File: src/rtl/serial_adder_if.sv
// Operand/result bundle for the bit-serial adder.
// The master drives the operands and start; the slave returns status and the result.
interface serial_adder_if #(
  parameter int unsigned WIDTH = 4
);
  logic             start;
  logic [WIDTH-1:0] a;
  logic [WIDTH-1:0] b;
  logic             busy;
  logic             done;
  logic [WIDTH-1:0] sum;
  logic             cout;

  modport master (
    output start, a, b,
    input  busy, done, sum, cout
  );

  modport slave (
    input  start, a, b,
    output busy, done, sum, cout
  );
endinterface

File: src/rtl/serial_adder.sv
// Bit-serial WIDTH-bit adder: one bit pair per clock through a full adder made of two
// half-adder stages, with a single carry flip-flop chaining the bits.
module serial_adder #(
  parameter int unsigned WIDTH = 4
) (
  input  logic           clk,
  input  logic           rst_n,
  serial_adder_if.slave  bus
);

  localparam int unsigned CntW = $clog2(WIDTH) + 1;

  typedef enum logic [1:0] {StIdle, StRun, StDone} state_e;

  state_e            r_state, w_state_nxt;
  logic [WIDTH-1:0]  r_sa, w_sa_nxt;
  logic [WIDTH-1:0]  r_sb, w_sb_nxt;
  logic [WIDTH-1:0]  r_sr, w_sr_nxt;
  logic [WIDTH-1:0]  r_sum, w_sum_nxt;
  logic              r_cout, w_cout_nxt;
  logic              r_carry, w_carry_nxt;
  logic [CntW-1:0]   r_cnt, w_cnt_nxt;

  logic              w_p, w_g1, w_s, w_g2, w_c;
  logic              w_last;
  logic [WIDTH-1:0]  w_sr_shift;

  // First half adder on the operand bits, second folds in the carry.
  assign w_p  = r_sa[0] ^ r_sb[0];
  assign w_g1 = r_sa[0] & r_sb[0];
  assign w_s  = w_p ^ r_carry;
  assign w_g2 = w_p & r_carry;
  assign w_c  = w_g1 | w_g2;

  // New sum bit enters at the MSB; written this way so WIDTH=1 needs no special slice.
  assign w_sr_shift = WIDTH'({w_s, r_sr} >> 1);
  assign w_last     = (r_cnt == CntW'(WIDTH - 1));

  always_comb begin
    w_state_nxt = r_state;
    w_sa_nxt    = r_sa;
    w_sb_nxt    = r_sb;
    w_sr_nxt    = r_sr;
    w_sum_nxt   = r_sum;
    w_cout_nxt  = r_cout;
    w_carry_nxt = r_carry;
    w_cnt_nxt   = r_cnt;
    unique case (r_state)
      StIdle: begin
        if (bus.start) begin
          w_state_nxt = StRun;
          w_sa_nxt    = bus.a;
          w_sb_nxt    = bus.b;
          w_carry_nxt = 1'b0;
          w_cnt_nxt   = '0;
        end
      end
      StRun: begin
        w_sa_nxt    = r_sa >> 1;
        w_sb_nxt    = r_sb >> 1;
        w_sr_nxt    = w_sr_shift;
        w_carry_nxt = w_c;
        w_cnt_nxt   = r_cnt + CntW'(1);
        if (w_last) begin
          w_state_nxt = StDone;
          w_sum_nxt   = w_sr_shift;
          w_cout_nxt  = w_c;
        end
      end
      StDone:  w_state_nxt = StIdle;
      default: w_state_nxt = StIdle;
    endcase
  end

  always_ff @(posedge clk) begin
    if (!rst_n) begin
      r_state <= StIdle;
      r_sa    <= '0;
      r_sb    <= '0;
      r_sr    <= '0;
      r_sum   <= '0;
      r_cout  <= 1'b0;
      r_carry <= 1'b0;
      r_cnt   <= '0;
    end else begin
      r_state <= w_state_nxt;
      r_sa    <= w_sa_nxt;
      r_sb    <= w_sb_nxt;
      r_sr    <= w_sr_nxt;
      r_sum   <= w_sum_nxt;
      r_cout  <= w_cout_nxt;
      r_carry <= w_carry_nxt;
      r_cnt   <= w_cnt_nxt;
    end
  end

  assign bus.busy = (r_state == StRun);
  assign bus.done = (r_state == StDone);
  assign bus.sum  = r_sum;
  assign bus.cout = r_cout;

endmodule

File: src/flat_wrapper.sv
// flat-port wrapper written by rule: the top's interface ports become plain ports
module serial_adder_flat 
#(
  parameter int unsigned WIDTH = 4
)
  (clk, rst_n, bus_start, bus_a, bus_b, bus_busy, bus_done, bus_sum, bus_cout);
  serial_adder_if #(.WIDTH(WIDTH)) bus_i ();
  input  logic clk;
  input  logic rst_n;
  input wire logic [$bits(bus_i.start)-1:0] bus_start;
  input wire logic [$bits(bus_i.a)-1:0] bus_a;
  input wire logic [$bits(bus_i.b)-1:0] bus_b;
  output wire logic [$bits(bus_i.busy)-1:0] bus_busy;
  output wire logic [$bits(bus_i.done)-1:0] bus_done;
  output wire logic [$bits(bus_i.sum)-1:0] bus_sum;
  output wire logic [$bits(bus_i.cout)-1:0] bus_cout;
  assign bus_i.start = bus_start;
  assign bus_i.a = bus_a;
  assign bus_i.b = bus_b;
  assign bus_busy = bus_i.busy;
  assign bus_done = bus_i.done;
  assign bus_sum = bus_i.sum;
  assign bus_cout = bus_i.cout;
  serial_adder #(.WIDTH(WIDTH)) u_core (.clk(clk), .rst_n(rst_n), .bus(bus_i));
endmodule
File: config.mk
export PLATFORM = sky130hd
export DESIGN_NAME = serial_adder_flat
export DESIGN_NICKNAME = d
export VERILOG_FILES = /design/src/rtl/serial_adder_if.sv /design/src/rtl/serial_adder.sv /design/src/flat_wrapper.sv
export SDC_FILE = /design/constraint.sdc
export NUM_CORES = 1
export LEC_CHECK = 0
export CAP_MARGIN = 20
export CORE_AREA = 2 2 62 64
export DETAILED_ROUTE_END_ITERATION = 10
export DIE_AREA = 0 0 64 66
export HOLD_SLACK_MARGIN = 0.12
export SYNTH_ARGS = -nofsm -noshare
export SYNTH_HDL_FRONTEND = slang
export SYNTH_SLANG_ARGS = --single-unit
export TNS_END_PERCENT = 50
File: constraint.sdc
create_clock -name clk -period 2.4 [get_ports clk]
set_clock_uncertainty 0.05 [all_clocks]
set_input_delay 0.24 -clock clk [delete_from_list [all_inputs] [get_ports clk]]
set_output_delay 0.24 -clock clk [all_outputs]
set_load 0.02 [all_outputs]
After elaboration in Yosys (flattened, before gate mapping)
Cells that the tools add are included.
{"block": "totals", "ff_bits": 23, "latchBits": 0, "mem_bits_rw": 0, "mem_bits_ro": 0, "input_bits": 11, "n_memories": 0}
{"block": "classes", "n_addsub": 1, "mul": 0, "n_div": 0, "n_lt_le_gt_ge": 0, "n_eq_ne": 5, "n_shift": 0, "n_mux": 11, "bitwise_logic": 5, "n_reduce_logical": 5}
{"cell": "$pmux W4 S2", "count": 2}
{"cell": "$mux W4", "count": 2}
{"cell": "$pmux W3 S2", "count": 1}
{"cell": "$reduce_and A2 Y1", "count": 3}
{"cell": "$mux W2", "count": 2}
{"cell": "$pmux W2 S2", "count": 1}
{"cell": "$add A3 B1 Y3 const B", "count": 1}
{"cell": "$eq A3 B2 Y1 const B", "count": 1}
{"cell": "$mux W3", "count": 1}
{"cell": "$and A1 B1 Y1", "count": 2}
{"cell": "$eq A2 B1 Y1 const B", "count": 1}
{"cell": "$eq A2 B2 Y1 const B", "count": 1}
{"cell": "$logic_not A2 Y1", "count": 1}
{"cell": "$ne A2 B1 Y1 const B", "count": 1}
{"cell": "$ne A2 B2 Y1 const B", "count": 1}
{"cell": "$pmux W1 S2", "count": 1}
{"cell": "$reduce_bool A2 Y1", "count": 1}
{"cell": "$xor A1 B1 Y1", "count": 2}
{"cell": "$mux W1", "count": 1}
{"cell": "$or A1 B1 Y1", "count": 1}

Logic depth before layout (Yosys ltp)
{"block": "depth", "ltp_word": 4, "depth_mapped": 5}

Worst setup path after synthesis
Ideal clock, no wire load.
{"block": "synth_timing", "kind": "register to output", "start": "register u_core.r_state[1]", "end": "output port bus_done", "arrival_time_ns": 0.998, "required_time_ns": 2.110, "path_slack_ns": 1.112, "path_stages_with_launch": 3, "path_buffers": 1, "cell_sequence": "dfxtp_1 > clkbuf_1 > nor2b_1"}
{"block": "synth_via", "elab_chain_len": 1}
{"element": "start, declared", "line_no": "serial_adder.sv:15", "source": "state_e r_state, w_state_nxt;"}
{"element": "start signal, assigned", "line_no": "serial_adder.sv:77", "source": "r_state <= StIdle;"}
{"element": "start signal, assigned", "line_no": "serial_adder.sv:86", "source": "r_state <= w_state_nxt;"}
{"element": "$eq A2 B2 Y1", "line_no": "serial_adder.sv:98", "source": "assign bus.done = (r_state == StDone);"}
{"element": "end, declared", "line_no": "flat_wrapper.sv:14", "source": "output wire logic [$bits(bus_i.done)-1:0] bus_done;"}
No other way between the ends.

Worst setup path after layout
Ends and elaborated chain as after synthesis.

==> impl_metrics.ini <==
[cts]
htree_levels = 1
worst_setup_hold_path_clk_slew_ns = 0.12
cts_inserted_buffers = 3
cts_resized = 0
cts.hold.buffers_added = 0
clock-sinks = 22
tritoncts = built
clock_network_latency_to_the_later_pin_of_the_worst_skew_pair_ns = 0.30
root_buffer = sky130_fd_sc_hd__clkbuf_4
postCtsSetupBuffers = 0
clock_path_buffers = 2

[power]
vdd.ir_drop.worst_uv = 183
power.static_leakage_nw = 0.414
cellPowerDensity_mw_per_mm2 = 545

[cells_and_area]
final_layout_size_suffix_gt1_frac = 0.0769
antenna_cells_inserted = 0
fin_util = 0.332
fill_cells = 359
synth_to_final_area_change_pct = 26.6
postLayoutCellArea_mm2 = 0.00118
finalNetCount = 133

[routing]
firstDrtPassIters = 4
drt_wirelength_mm = 1.85
detail-route-antenna-nets = 0
avgViaCountPerCell = 4.46
post_drt_wl_per_cell_um = 11.2
drcViolationCount = 0
drtIter0Drc = 21
vias = 736

[placed_design]
port_buffers = 17
post-dp-hpwl_mm = 1.37
post_dp_cell_area_mm2 = 0.00116
globalplace.congestion = 0.719

[sta]
timing_max_transition_violations_final = 0
worst_max_slew_pin_slew_ns = 0.445
maxClockFrequency_ghz = 0.498
period_utilisation_layout = 0.837
fin_tns_setup_ns = 0
finalSetupViolations = 0
rsz_0062_raised_after_global_routing = false
max-slew-margin-rel = 0.703
finalCriticalPeriod_ns = 2.01
hold_ws_ns = 0.418
timing.final.hold_violations = 0

[floorplan]
start_util = 0.262
rows = 22
num_io_pins = 18
horizontal_die_dimension_um = 64
core_area_mm2 = 0.00355
chipHeight_um = 66
die_area_mm2 = 0.00422

[yosys]
synthesis.yosys.warnings = 0
synth_area_per_cell_um2 = 9.31
synthesis.instances = 100
synth-seq-cells = 22
synth.net_count = 114
ys_types = 24
yosysSeqAreaShare = 0.473
post_synth_instance_area_um2 = 931

[setup_path]
critical_path_arrival_ns = 1.72
crit_path_start_kind = flip-flop
worstPathRequired_ns = 2.11
critical_path.max_stage_delay_ns = 0.61
crit_type = reg2out
crit_slowest_cell = sky130_fd_sc_hd__dfxtp_1
worstPathMaxFanout = 14
path_cells = nor2b_1 -> clkdlybuf4s50_1
endpoint_kind = output port

[global_route]
antenna_found_initial = 0
grt_pass1_wl_mm = 3.37
grt_usage = 0.100
grt_pass1_vias = 765
grt_max_degree = 32
globalRouteOverflowTotal = 0

[min_path]
hold_path_class = reg2reg

[status]
outcome = finished clean

[job]
cap_violations = 0
==> cell usage after synthesis <==
cell	count	area, µm²
sky130_fd_sc_hd__nand3b_1	1	7.51
sky130_fd_sc_hd__nand2_1	13	48.8
sky130_fd_sc_hd__clkbuf_1	4	15.0
sky130_fd_sc_hd__o211ai_1	6	45.0
sky130_fd_sc_hd__nor2b_1	6	37.5
sky130_fd_sc_hd__buf_2	1	5.00
sky130_fd_sc_hd__ha_1	2	25.0
sky130_fd_sc_hd__mux2i_1	9	90.1
sky130_fd_sc_hd__buf_4	1	7.51
sky130_fd_sc_hd__inv_1	2	7.51
sky130_fd_sc_hd__dfxtp_1	22	440
sky130_fd_sc_hd__o21ai_1	6	30.0
sky130_fd_sc_hd__or3b_4	1	11.3
sky130_fd_sc_hd__nand3_1	6	30.0
sky130_fd_sc_hd__o22ai_1	2	12.5
sky130_fd_sc_hd__a21oi_1	2	10.0
sky130_fd_sc_hd__nor3b_1	1	7.51
sky130_fd_sc_hd__and3_1	1	6.26
sky130_fd_sc_hd__o32ai_1	1	8.76
sky130_fd_sc_hd__fa_1	1	20.0
sky130_fd_sc_hd__nand3b_2	1	11.3
sky130_fd_sc_hd__nor2_2	1	6.26
sky130_fd_sc_hd__o21ai_0	8	40.0
sky130_fd_sc_hd__nor2_1	2	7.51
==> cell families after synthesis <==
group | after synthesis | share of synthesized area
AND/OR/NAND/NOR | 33 | 0.187
AO/OA/AOI/OAI | 25 | 0.157
flip-flops | 22 | 0.473
multiplexers | 9 | 0.0968
buffers and inverters | 8 | 0.0376
adder cells (fa/ha/maj) | 3 | 0.0484
==> power by group <==
group,switching [mW],internal [mW],total [mW]
combinational,0.0417,0.0455,0.0872
sequential,0.0117,0.381,0.392
clock,0.105,0.0585,0.163
total,0.158,0.485,0.643
==> cell type report <==
type	instances	area (µm²)	share of cell area
repair buffers	20	193	0.163
flip-flops and latches	22	440	0.374
well taps	48	60.1	0.0510
clock buffers	3	22.5	0.0191
inverters	2	7.51	0.00637
multi-input cells	70	455	0.386
==> sequential cells by signal, summed over array words and instances (netlist names) <==
signal           count
u_core.r_sa          4
u_core.r_sr          3
u_core.r_cnt         3
u_core.r_carry       1
u_core.r_sb          4
u_core.r_state       2
u_core.bus.cout      1
u_core.bus.sum       4
==> final timing paths <==
kind,from,endpoint,slack [ns],cells after the start
setup / recovery,u_core.r_state[1],bus_done,0.39,2
hold / removal,u_core.r_sr[1],u_core.bus.sum[0],0.42,2
setup reg to reg,u_core.r_state[0],u_core.r_sa[1],0.94,4
hold reg to reg,u_core.r_sr[1],u_core.bus.sum[0],0.42,2
==> metal layers <==
layer,GRT usage,vias up,routed length [µm]
li1,-,386,-
met1,0.121,336,878
met2,0.172,14,877
met3,0.0239,0,96
met4,0.0380,0,0
met5,0,-,0
==> per-stage QoR <==
stage	setup slack, ns	power [mW]	cells
final	0.392	0.643	165
after global routing	0.272	0.682	165
after CTS	0.370	0.653	165
after detailed placement	0.737	0.489	162
after global placement	0.747	0.486	162
after floorplan	1.11	0.453	100
==> worst max-delay path: cells and delay by family (launching register included) <==
family,cells,cell delay [ns]
buffers and inverters,1,0.61
flip-flops,1,0.61
AND/OR/NAND/NOR,1,0.19
==> cell usage in the layout, fill, tap and decap left out, drive strengths merged <==
cell,synthesis,final
dfxtp,22,22
mux2i,9,9
nor3b,1,1
ha,2,2
and3,1,1
nor2b,6,6
a21oi,2,2
clkdlybuf4s50,0,17
nand3,6,6
fa,1,1
o211ai,6,6
o22ai,2,2
nand3b,2,2
nand2,13,13
clkbuf,4,3
or3b,1,1
o21ai,14,14
inv,2,2
buf,2,3
nor2,3,3
o32ai,1,1
Power figures use the tool's default switching activity.
